$ cat src/rtl/char_stream_buffer.sv
// rtl/char_stream_buffer.sv - character buffer that serves one character per consumer request level
module char_stream_buffer #(
    parameter int CHAR_WIDTH  = 8,
    parameter int DEPTH       = 64,
    parameter int ADDR_WIDTH  = 6,
    parameter int STOP_ON_NUL = 1
) (
    input  logic                  clock,
    input  logic                  reset_n,
    input  logic                  clear,
    input  logic                  rewind,
    input  logic                  wr_en,
    input  logic [CHAR_WIDTH-1:0] wr_char,
    input  logic                  next_char,
    output logic [CHAR_WIDTH-1:0] char,
    output logic                  char_valid,
    output logic                  has_finished,
    output logic                  full,
    output logic                  overflow,
    output logic [ADDR_WIDTH:0]   level
);
    typedef enum logic [1:0] {ARMED, SERVED, DONE} state_t;

    localparam logic [ADDR_WIDTH:0] DEPTH_CNT = (ADDR_WIDTH + 1)'(DEPTH);

    logic [CHAR_WIDTH-1:0] mem [DEPTH];
    logic [ADDR_WIDTH:0]   wr_cnt;
    logic [ADDR_WIDTH:0]   rd_ptr;
    logic [CHAR_WIDTH-1:0] rd_data;
    state_t                state;
    state_t                state_nxt;
    logic                  do_write;
    logic                  do_serve;
    logic                  do_finish;

    assign full     = (wr_cnt == DEPTH_CNT);
    assign level    = wr_cnt - rd_ptr;
    assign rd_data  = mem[rd_ptr[ADDR_WIDTH-1:0]];
    assign do_write = wr_en && !full && !clear && !rewind;

    // Reads compare against the pre-write wr_cnt, so a same-cycle write never feeds an empty request.
    always_comb begin
        state_nxt = state;
        do_serve  = 1'b0;
        do_finish = 1'b0;
        if (clear || rewind) begin
            state_nxt = ARMED;
        end else begin
            case (state)
                ARMED: begin
                    if (next_char) begin
                        if (rd_ptr < wr_cnt) begin
                            do_serve = 1'b1;
                            if ((STOP_ON_NUL != 0) && (rd_data == '0)) begin
                                do_finish = 1'b1;
                                state_nxt = DONE;
                            end else begin
                                state_nxt = SERVED;
                            end
                        end else begin
                            do_finish = 1'b1;
                            state_nxt = DONE;
                        end
                    end
                end
                SERVED: begin
                    if (!next_char) state_nxt = ARMED;
                end
                default: state_nxt = state;
            endcase
        end
    end

    always_ff @(posedge clock or negedge reset_n) begin
        if (!reset_n) state <= ARMED;
        else          state <= state_nxt;
    end

    always_ff @(posedge clock or negedge reset_n) begin
        if (!reset_n) begin
            wr_cnt       <= '0;
            rd_ptr       <= '0;
            char         <= '0;
            char_valid   <= 1'b0;
            has_finished <= 1'b0;
            overflow     <= 1'b0;
        end else if (clear) begin
            wr_cnt       <= '0;
            rd_ptr       <= '0;
            char_valid   <= 1'b0;
            has_finished <= 1'b0;
            overflow     <= 1'b0;
        end else if (rewind) begin
            rd_ptr       <= '0;
            char_valid   <= 1'b0;
            has_finished <= 1'b0;
        end else begin
            char_valid <= do_serve;
            if (do_serve) begin
                char   <= rd_data;
                rd_ptr <= rd_ptr + 1'b1;
            end
            if (do_finish) has_finished <= 1'b1;
            if (do_write)   wr_cnt   <= wr_cnt + 1'b1;
            else if (wr_en) overflow <= 1'b1;
        end
    end

    // Storage is deliberately not reset; pointers gate access to stale slots.
    always_ff @(posedge clock) begin
        if (do_write) mem[wr_cnt[ADDR_WIDTH-1:0]] <= wr_char;
    end
endmodule
$ cat config.mk
export PLATFORM = sky130hd
export DESIGN_NAME = char_stream_buffer
export DESIGN_NICKNAME = d
export VERILOG_FILES = /design/src/rtl/char_stream_buffer.sv
export SDC_FILE = /design/constraint.sdc
export NUM_CORES = 1
export LEC_CHECK = 0
export ABC_CLOCK_PERIOD_IN_PS = 4100
export CAP_MARGIN = 20
export CORE_UTILIZATION = 62
export CTS_CLUSTER_DIAMETER = 40
export DETAILED_ROUTE_END_ITERATION = 8
export GPL_TIMING_DRIVEN = 0
export HOLD_SLACK_MARGIN = 0.15
export PLACE_DENSITY = 0.79
export SYNTH_ARGS = -nofsm -noshare
export SYNTH_HDL_FRONTEND = slang
export SYNTH_SLANG_ARGS = --single-unit
$ cat constraint.sdc
create_clock -name clock -period 4.1 [get_ports clock]
set_input_delay 1.025 -clock clock [delete_from_list [all_inputs] [get_ports clock]]
set_output_delay 1.025 -clock clock [all_outputs]
set_load 0.03 [all_outputs]
==> reports/results.ini <==
[status]
status=finished with violations
violations=negative setup slack

[finish]
drive_gt1_share_pct=22.5
fin_nets=1234
fin_util_pct=72.6
area_delta_synth_final_pct=14.2
diodes=0
final_common_cell=edfxtp_1
layout_common_cells=edfxtp_1, mux4_2, nor2_1, clkbuf_16, mux2i_1
layout.cells.non_filler=1700

[power_and_ir_drop]
p_leak_nw=7.66
p_per_area_nw_per_um2=473
max-vdd-ir-drop_mv=0.373

[timing]
rsz0062_at_grt=true
worst_slew_pin_slew_ns=1.17
period_minus_slack_ns=4.21
fmax_mhz=238
setup_viol=72
post-route-period-util_pct=103
setup_tns_ns=-3.67
fin_worst_skew_ns=0.0243
fin_hold_ws_ns=0.508
worst_slack_ns=-0.106
slew_headroom_pct=21.7
final-hold-violation-count=0
slew_viol_final=0

[floorplanning]
fp.dieW_um=188
die_area_um2=35400
design.core.area_um2=33800
ioPinCount=33
num_rows=67
initial_core_util_pct=63.5
dieHeight_um=188

[route]
wirelength_mm=56.6
routedWlPerCell_um=33.3
vias_per_cell=7.02
antenna_left=0
first_pass_iters=7
drc=0
vias=11941
drtIter0Drc=1959

[global_route]
grtUsageTotal_pct=33.1
antenna_found_initial=0
grt_overflow_total=0
grt_pass1_wl_mm=81.4
grt_max_degree=49
grt_pass1_vias=11715

[worst_hold_path]
hp-class=register to register

[cts]
cts_buffers=56
cts-htree-levels=2
clock_path_buffers=3
cts_sinks=539
ctsHoldBuffers=0
clock_latency_ns=0.60
clk_pin_slew_ns=0.06
cts_tree=built
cts-root-buf=clkbuf_16

[place]
dpl.hpwl_mm=36.0
gp_congestion=0.975
placedCellCount=1593
post-place-ws_ns=-1.32
port_buffers=32

[synthesis]
syn_nets=1129
synth_mux_area_share_pct=14.4
syn-cell-area_um2=21500
synth_cell_types=56
synth-edff-count=512
synth_top_family_by_area=multiplexers
synthSimpleGateAreaFrac_pct=3.71
syn_area_per_cell_um2=19.4
ys_ff_latch=539
ys_warn_count=0
ys_async_sr_fraction_pct=5.01
ys.flop_type=edfxtp_1
synth_fa_ha_area_share_pct=0.676
syn-instance-count=1104
synth_compound_area_share_pct=4.06
seq_area_frac_synth_pct=74.8
synthXorXnorAreaFrac_pct=0.531

[critical_path]
critPathArrivalTime_ns=4.41
critPathCaptureType=register
path_max_fanout=9
worstSetupPathType=register to register
critPathRequiredTime_ns=4.31
start_kind=register

[job]
maxCapViolations=0

worst paths after layout:
path | from | endpoint | slack, ns | cells past startpoint
worst max-delay path | wr_cnt[4] | mem[22][0] | -0.11 | 8
worst min-delay path | char[6] | char[6] | 0.51 | 1
worst max register to register | wr_cnt[4] | mem[22][0] | -0.11 | 8
worst min register to register | char[6] | char[6] | 0.51 | 1
max in group asynchronous | reset_n | rd_ptr[2] | 2.76 | 2
min in group asynchronous | reset_n | wr_cnt[1] | 0.82 | 1
kinds of logic after synthesis:
kind of cell,Yosys count
and+or+nand+nor,177
DFF,539
muxes,166
AOI/OAI and AO/OA,122
adders and majority gates,11
xor gates and xnor gates,13
buffers and inverters,76
per-layer routing:
metal / part of all wire, % / up-vias / global-route usage [%]
met4: 4.4 / 0 / 14.5
met1: 36 / 6046 / 47.1
met2: 46 / 993 / 49.5
met3: 13 / 168 / 8.25
met5: 0 / - / 0
li1: - / 4734 / -
report_power, final:
part           leakage [nW]  total, W  switching (W)  internal [W]
Clock                 0.869   0.00497        0.00209       0.00288
Sequential             4.96   0.00609      0.0000282       0.00607
Combinational          1.83  0.000528       0.000322      0.000206
state kept, by name, summed over array words and instances, names as in the netlist:
register and flops:
mem 512, char 8, rd_ptr 7, wr_cnt 7
state 2, char_valid 1, has_finished 1, overflow 1
synth_stat cells (4+ instances only):
cell type	count	area, um^2
o21ai_0	16	80.1
a221oi_1	8	70.1
mux4_1	6	158
buf_2	9	45.0
mux2i_1	47	470
clkbuf_1	25	93.8
nand3_1	12	60.1
nand2_1	31	116
nor3_1	6	30.0
a22o_1	8	70.1
buf_1	8	30.0
inv_1	17	63.8
buf_4	7	52.6
mux4_2	105	2360
nand3b_1	5	37.5
a2111oi_0	4	35.0
dfrtp_1	27	676
ha_1	10	125
mux2_2	8	90.1
a22oi_1	23	173
xnor2_1	10	87.6
nor2b_1	9	56.3
o2111ai_1	4	35.0
a211oi_1	9	67.6
a21oi_1	22	110
nor2_1	92	345
edfxtp_1	512	15400
o22ai_1	5	31.3
buf_6	8	90.1
o221ai_1	7	61.3
area by class of cell:
cell class                 count  area (um^2)
multi-input combinational    489         5090
timing repair buffer          50          552
sequential                   539        16100
clock inverter                28          303
fill                        1948         9270
inverter                      18         78.8
buffer                        55          389
clock buffer                  73         1490
tap                          448          561
critical path, cell delays in order (launching register included):
cell and delay, ns:
dfrtp_1 0.34, clkbuf_1 0.45, or3_1 0.19, clkbuf_1 0.45, nor3_2 0.16, nand2b_1 0.27
nor3_1 0.39, nand3_1 0.68, nor2_1 0.89
metrics by stage:
step,total power (W),instance area [um^2]
after floorplan,0.00646,21500
after global placement,0.00671,22300
after detailed placement,0.00673,22500
after CTS,0.0116,24400
after global routing,0.0118,24500
final,0.0116,24500
what timing repair did:
action	in CTS	in global routing
hold endpoints to repair	0	0
resized for setup	39	32
endpoints found under the setup margin	32	230
pin swaps	0	2
setup buffers	6	2
No activity file was read; power rests on OpenSTA's default activity.
